--- config.mk ---
export PLATFORM = sky130hd
export DESIGN_NAME = ram_rr_arbiter
export DESIGN_NICKNAME = d
export VERILOG_FILES = /design/src/rtl/ram_rr_arbiter.sv
export SDC_FILE = /design/constraint.sdc
export NUM_CORES = 1
export LEC_CHECK = 0
export CAP_MARGIN = 10
export CORE_MARGIN = 2
export CORE_UTILIZATION = 38
export DETAILED_ROUTE_END_ITERATION = 16
export GPL_TIMING_DRIVEN = 1
export PLACE_DENSITY = 0.95
export SLEW_MARGIN = 20
export SYNTH_ARGS = -nofsm -noshare
export SYNTH_HDL_FRONTEND = slang
export SYNTH_SLANG_ARGS = --single-unit
--- constraint.sdc ---
create_clock -name clk -period 6 [get_ports clk]
set_input_delay 0.6 -clock clk [delete_from_list [all_inputs] [get_ports clk]]
set_output_delay 0.6 -clock clk [all_outputs]
set_load 0.03 [all_outputs]
--- src/rtl/ram_rr_arbiter.sv ---
// Round-robin arbiter sharing one synchronous RAM port among 4 requesters.
// Latency: grant is combinational with req; read data valid 1 cycle after grant.
// Backpressure: requesters hold req until gnt; optional zero-fill sweep (RAM_ARB_INIT_EN) blocks grants until done.
module ram_rr_arbiter #(
    parameter int DATA_WIDTH = 8,
    parameter int ADDR_WIDTH = 10
) (
    input  logic                    clk,
    input  logic                    reset,
    input  logic [3:0]              req,
    input  logic [3:0]              we,
    input  logic [4*ADDR_WIDTH-1:0] addr,
    input  logic [4*DATA_WIDTH-1:0] din,
    output logic [3:0]              gnt,
    output logic [3:0]              rvalid,
    output logic [DATA_WIDTH-1:0]   rdata,
    output logic                    init_done,
    output logic                    ram_we,
    output logic [ADDR_WIDTH-1:0]   ram_addr,
    output logic [DATA_WIDTH-1:0]   ram_din,
    input  logic [DATA_WIDTH-1:0]   ram_dout
);

    logic [1:0]            ptr;
    logic [1:0]            gnt_idx;
    logic                  any_gnt;
    logic                  run;
    logic [ADDR_WIDTH-1:0] last_addr;
    logic [ADDR_WIDTH-1:0] addr_arr [4];
    logic [DATA_WIDTH-1:0] din_arr  [4];

`ifdef RAM_ARB_INIT_EN
    typedef enum logic {ST_INIT = 1'b0, ST_RUN = 1'b1} state_t;
    state_t                state;
    state_t                state_nxt;
    logic [ADDR_WIDTH-1:0] init_cnt;
    logic                  sweep;

    // State register: reset always restarts the zero-fill sweep
    always_ff @(posedge clk) begin
        if (reset) state <= ST_INIT;
        else       state <= state_nxt;
    end

    // Next state: leave INIT after the last address has been written
    always_comb begin
        state_nxt = state;
        if (state == ST_INIT && init_cnt == {ADDR_WIDTH{1'b1}})
            state_nxt = ST_RUN;
    end

    // Sweep address counter, advances once per INIT cycle
    always_ff @(posedge clk) begin
        if (reset)                 init_cnt <= '0;
        else if (state == ST_INIT) init_cnt <= init_cnt + 1'b1;
    end

    assign sweep     = (state == ST_INIT) && !reset;
    assign run       = (state == ST_RUN) && !reset;
    assign init_done = run;
`else
    assign run       = !reset;
    assign init_done = 1'b1;
`endif

    // Unpack the flat requester buses for readable indexing
    always_comb begin
        for (int i = 0; i < 4; i++) begin
            addr_arr[i] = addr[i*ADDR_WIDTH +: ADDR_WIDTH];
            din_arr[i]  = din[i*DATA_WIDTH +: DATA_WIDTH];
        end
    end

    // Round-robin search starting at ptr; first active request wins
    always_comb begin
        logic [1:0] idx;
        any_gnt = 1'b0;
        gnt_idx = '0;
        for (int k = 0; k < 4; k++) begin
            idx = ptr + 2'(k);
            if (run && !any_gnt && req[idx]) begin
                any_gnt = 1'b1;
                gnt_idx = idx;
            end
        end
    end

    // RAM port mux: sweep, granted requester, or idle holding the last address
    always_comb begin
        gnt      = '0;
        ram_we   = 1'b0;
        ram_addr = last_addr;
        ram_din  = '0;
`ifdef RAM_ARB_INIT_EN
        if (sweep) begin
            ram_we   = 1'b1;
            ram_addr = init_cnt;
        end else
`endif
        if (any_gnt) begin
            gnt[gnt_idx] = 1'b1;
            ram_we       = we[gnt_idx];
            ram_addr     = addr_arr[gnt_idx];
            ram_din      = din_arr[gnt_idx];
        end
    end

    // Pointer rotation, read-valid pipeline and idle address hold
    always_ff @(posedge clk) begin
        if (reset) begin
            ptr       <= '0;
            rvalid    <= '0;
            last_addr <= '0;
        end else begin
            rvalid <= gnt & ~we;
            if (any_gnt) begin
                ptr       <= gnt_idx + 2'd1;
                last_addr <= addr_arr[gnt_idx];
            end
        end
    end

    assign rdata = ram_dout;

endmodule

[Word-level counts from Yosys, hierarchy flattened]
Cells that the tools add are included.
Operators by class
  bitwise gates (word level): 3
  multiplexer cells: 30
  $add $sub $neg: 4
  magnitude comparators: 7
  reductions and logical operators: 12
Operators by type and width (count)
  two-way mux 10 bit: 3
  two-way mux 8 bit: 3
  binary-select mux 10 bit (select 2 bit): 1
  binary-select mux 8 bit (select 2 bit): 1
  less-than comparator 2 x 3 -> 1 bit (second input constant): 5
  two-way mux 1 bit: 11
  binary-select mux 1 bit (select 2 bit): 5
  logical AND 1 bit: 8
  two-way mux 2 bit: 4
  adder 2 x 1 -> 2 bit (second input constant): 2
  adder 2 bit (second input constant): 2
  AND 4 bit: 1
  logical NOT 1 bit: 4
  two-way mux 4 bit: 1
  NOT 4 bit: 1
  >= comparator 3 bit (second input constant): 1
  NOT 2 -> 3 bit: 1
  demux 1 bit (select 2 bit): 1
  >= comparator 2 x 1 -> 1 bit (second input constant): 1
Storage, ports and cells
  register bits: 16
  output and inout bits: 36
  word-level logic and storage cells: 59

[Longest topological paths before layout]
  depth in word-level cells: 22
  depth in mapped cells: 10
  mapped depth without buffers: 6

[Worst setup path after synthesis]
OpenSTA, ideal clock, no wires.
  path kind: input to output
  start: input req[3]
  end: output ram_addr[2]
  slack: 2.512 ns
  arrival time: 2.888 ns
  stages on the path: 9
  path through: buf_2 > or4b_1 > o22ai_2 > a32oi_1 > o22a_1 > buf_6 > buf_8 > mux2_4 > nor3_1
On the way
  longest elaborated chain between the ends: 21
  elaborated cells on any way between the ends: 31
  those cells by class: 20 x mux; 1 x bitwise; 10 x reduce/logical
RTL lines
  start: declaration: line 10  | input logic [3:0] req,
  binary-select mux 1 bit (select 2 bit): line 81  | if (run && !any_gnt && req[idx]) begin
  two-way mux 1 bit (not written as such): line 81
  logical AND 1 bit: line 81
  two-way mux 1 bit: line 81
  logical NOT 1 bit: line 81
  logical AND 1 bit (2 in a row): line 81
  two-way mux 1 bit: line 81
  logical NOT 1 bit: line 81
  logical AND 1 bit (2 in a row): line 81
  two-way mux 1 bit: line 81
  logical NOT 1 bit: line 81
  logical AND 1 bit (2 in a row): line 81
  two-way mux 2 bit: line 81
  NOT 2 -> 3 bit (not written as such): line 103  | ram_addr = addr_arr[gnt_idx];
  binary-select mux 10 bit (select 2 bit): line 103
  two-way mux 10 bit (not written as such) (2 in a row): line 103
  two-way mux 10 bit (*): line 100  | if (any_gnt) begin
  end: declaration: line 19  | output logic [ADDR_WIDTH-1:0] ram_addr,
Mark *: on every way between the ends. The rest lies on a longest branch, timed or not. The select of a mux whose other input is x is not followed.

[Worst setup path in the final report]
  start: input reset
  end: output ram_addr[9]
On the way
  longest elaborated chain between the ends: 20
  elaborated cells on any way between the ends: 24
  those cells by class: 12 x mux; 1 x bitwise; 11 x reduce/logical
RTL lines
  start: declaration: line 9  | input logic reset,
  logical NOT 1 bit (*): line 62  | assign run = !reset;
  logical AND 1 bit: line 81
  two-way mux 1 bit: line 81
  logical NOT 1 bit: line 81
  logical AND 1 bit (2 in a row): line 81
  two-way mux 1 bit: line 81
  logical NOT 1 bit: line 81
  logical AND 1 bit (2 in a row): line 81
  two-way mux 1 bit: line 81
  logical NOT 1 bit: line 81
  logical AND 1 bit (2 in a row): line 81
  two-way mux 2 bit: line 81
  NOT 2 -> 3 bit (not written as such): line 103
  binary-select mux 10 bit (select 2 bit): line 103
  two-way mux 10 bit (not written as such) (2 in a row): line 103
  two-way mux 10 bit (*): line 100
Marks and branches as above.

==> metrics.md <==
| Metric | Value |
|---|---|
| Status | `completed` |
| Crit path max-delay family | `buffers and inverters` |
| Hold-fix buffers, CTS | `0` |
| Initial antenna violation count | `0` |
| Post-cts sizing count | `0` |
| Most frequent cell after synthesis | `nor2_1` |
| Ratio of cells with drive above 1 in the final layout | `between 10% and 20%` |
| PD cells | `~250 nW/um^2` |
| # fillers | `~360` |
| Unique masters post-synth | `50` |
| Io pins | `between 100 and 150` |
| Setup violations, final | `0` |
| Net Count, Synth | `just over 300` |
| Seq. cell area | `approximately 320 sq um` |
| Worst Path Required | `between 5 and 6 ns` |
| Min-Delay Path Class | `flop to flop` |
| Commonest cells in the netlist | `nor2_1 (38), dfxtp_1 (16), mux2i_1 (14)` |
| Total iterations of the first detailed-routing run | `4` |
| Leak Pwr | `between 1 and 1.5 nW` |
| Worst EP arrival | `~4.4 ns` |
| CTS Sinks | `16` |
| Top cell type's share of synthesized area | `between 10% and 20%` |
| ANT cells | `0` |
| Post-synth top area cell | `dfxtp_1` |
| Worst Tran Pin Value | `between 0.9 and 1 ns` |
| Nets@finish | `between 300 and 400` |
| Largest cells by area after synthesis | `dfxtp_1 (18%), nor2_1 (8.1%), mux2i_1 (8.0%), mux2_2 (7.7%), mux2_4 (6.0%)` |
| Hold_ws | `between 0.5 and 0.6 ns` |
| RSZ-0062 raised after global routing | `no` |
| CP endpoint kind | `output pin` |
| Cts bufs inserted | `3` |
| Ys async rst share | `0%` |
| Clock Latency Late Sink | `roughly 0.25 ns` |
| Post-layout min period | `4.98 ns` |
| Die area | `5190 sq um` |
| Synth Flop Type | `dfxtp_1` |
| Final Instance Area | `~2800 sq um` |
| CP startpoint kind | `primary input` |
| Max VDD drop | `139 uV` |
| Drt wl/cell | `roughly 16 microns` |
| Gr usage total | `a little over a fifth` |
| CTS tree | `built` |
| Mapped Area | `around 1800 sq um` |
| Number of synthesized register bits | `16` |
| FP Rows | `24` |
| Post-DP HPWL | `around 4300 microns` |
| Avg Inst Size Synth | `8.03 sq um` |
| Multi-input logic area | `1240 sq um` |
| Core footprint | `around 4400 sq um` |
| Sequential fraction of the synthesis area | `between 15 and 20%` |
| Worst path bufs/invs | `2` |
| Normalized max-slew margin | `approximately 37%` |
| Clock-pin slew on the worst setup and hold paths | `~0.06 ns` |
| Max-Cap Viols | `0` |
| Fmax | `~200 MHz` |
| Remaining Overflow, GRT | `0` |
| Hold Vio Cnt, Final | `0` |
| GPL Wtd Cong | `slightly below 0.8` |
| Crit Path Max Fanout | `43` |
| Depth of the CTS H-tree | `1` |
| Cell mode on critical path | `clkdlybuf4s50_1` |
| Residual DRC count | `0` |
| Die Y | `about 70 microns` |
| Largest net degree at the start of global routing | `44` |
| Routed via count | `1924` |
| Vias per cell | `5.44` |
| Yosys warns | `0` |
| Crit-path slowest cell | `clkdlybuf4s50_1` |
| Max-slew violations | `0` |
| Clock Skews | `about 0.0046 ns` |
| Initial Utilization | `39.9%` |
| Cells after synthesis | `between 200 and 250` |
| Clock root cell | `clkbuf_8` |
| Routed Wire Length | `about 5600 microns` |
| Crit path largest cell delay | `1.05 ns` |
| Post-CTS Setup Bufs | `0` |
| Post-synth EDFFs | `0` |
| ANT nets after route | `0` |
| Setup CP Type | `primary input to output pin` |
| First-pass GRT wire length | `roughly 9000 microns` |
| Area post-placement | `approximately 2700 sq um` |
| Final period utilization | `between 80% and 90%` |
| Clock Path Buffers | `2` |
| Setup TNS | `0 ns` |
| CP cell instances | `clkdlybuf4s50_1, or4_4, o22ai_2, a32oi_1, o22a_2, mux2_2, a211oi_1, clkdlybuf4s50_1` |
| Die Width | `72.0 microns` |
| PortBufs | `between 100 and 150` |
| Area growth syn-to-layout | `58.6%` |
| Vias in the first global route | `between 2k and 2.5k` |
| Iter 0 DRT Violations | `~80` |
routing by layer:
metal	routed length (microns)	part of all wire [%]	GRT usage [%]
met1	2090	38	21.9
met2	2950	53	42.5
met3	435	7.8	5.42
met4	97	1.7	7.13
met5	0	0	0
final timing paths:
kind                            slack (ns)            to          from  cells after the start
worst max-delay path                  1.02   ram_addr[9]         reset                      8
worst min-delay path                  0.52  last_addr[4]  last_addr[4]                      2
worst max register to register        3.02  last_addr[5]        ptr[1]                      6
worst min register to register        0.52  last_addr[4]  last_addr[4]                      2
where the power goes:
part / internal [mW] / switching [mW]
clock: 0.0445 / 0.0359
combinational: 0.225 / 0.266
sequential: 0.125 / 0.0137
total: 0.394 / 0.315
kinds of logic (layout without fill, tap and decap cells):
| kind of cell | count (synthesis) | count (layout) | synth area share [%] |
|---|---|---|---|
| flops | 16 | 16 | 18.2 |
| simple gates | 91 | 91 | 29.4 |
| buf+inv | 36 | 119 | 11.9 |
| xor+xnor | 1 | 1 | 0.498 |
| compound gates | 41 | 41 | 18.2 |
| mux | 33 | 33 | 21.6 |
| other cells | 1 | 1 | 0.213 |
sequential cells by signal, summed over array words and instances (netlist names):
name,count
ptr,2
last_addr,10
rvalid,4
placed cells by master, fill, tap and decap left out, types with 2 or more instances in the layout:
cell             instances
nor2b_1                  2
nand3_1                  9
mux2_4                   7
mux2i_1                 14
a22oi_1                  9
clkdlybuf4s50_1        108
nor4_1                   2
nor2_1                  38
inv_1                    6
a2111oi_1                2
and2_1                   2
clkbuf_8                 3
buf_4                    2
nor3_1                  10
a2111oi_2                2
a211oi_1                 4
nor4_2                   5
nand2_1                  2
mux2_2                  12
nand3b_1                13
dfxtp_1                 16
o21ai_1                  9
o22ai_2                  2
worst register-to-register path, delay by kind of cell, from the launching register on:
family	cells	cell delay, ns
muxes	2	0.85
DFF	1	0.63
AOI/OAI and AO/OA	4	1.39
stage by stage:
stage / util (%) / std cells / power [mW] / worst slack (ns)
floorplan: - / 219 / 0.467 / 2.51
global placement: 62.3 / 351 / 0.621 / 1.12
detailed placement: 62.3 / 351 / 0.631 / 0.976
CTS: 63.2 / 354 / 0.712 / 0.977
global route: 63.2 / 354 / 0.749 / 0.768
finish: 63.2 / 354 / 0.709 / 1.02
area by class of cell:
class | instances | area share [%]
clock buffer | 3 | 1.48
inverter | 6 | 0.807
multi-input combinational | 167 | 44.6
sequential | 16 | 11.5
tap | 52 | 2.33
timing repair buffer | 110 | 39.3
No activity file was read; power rests on OpenSTA's default activity.
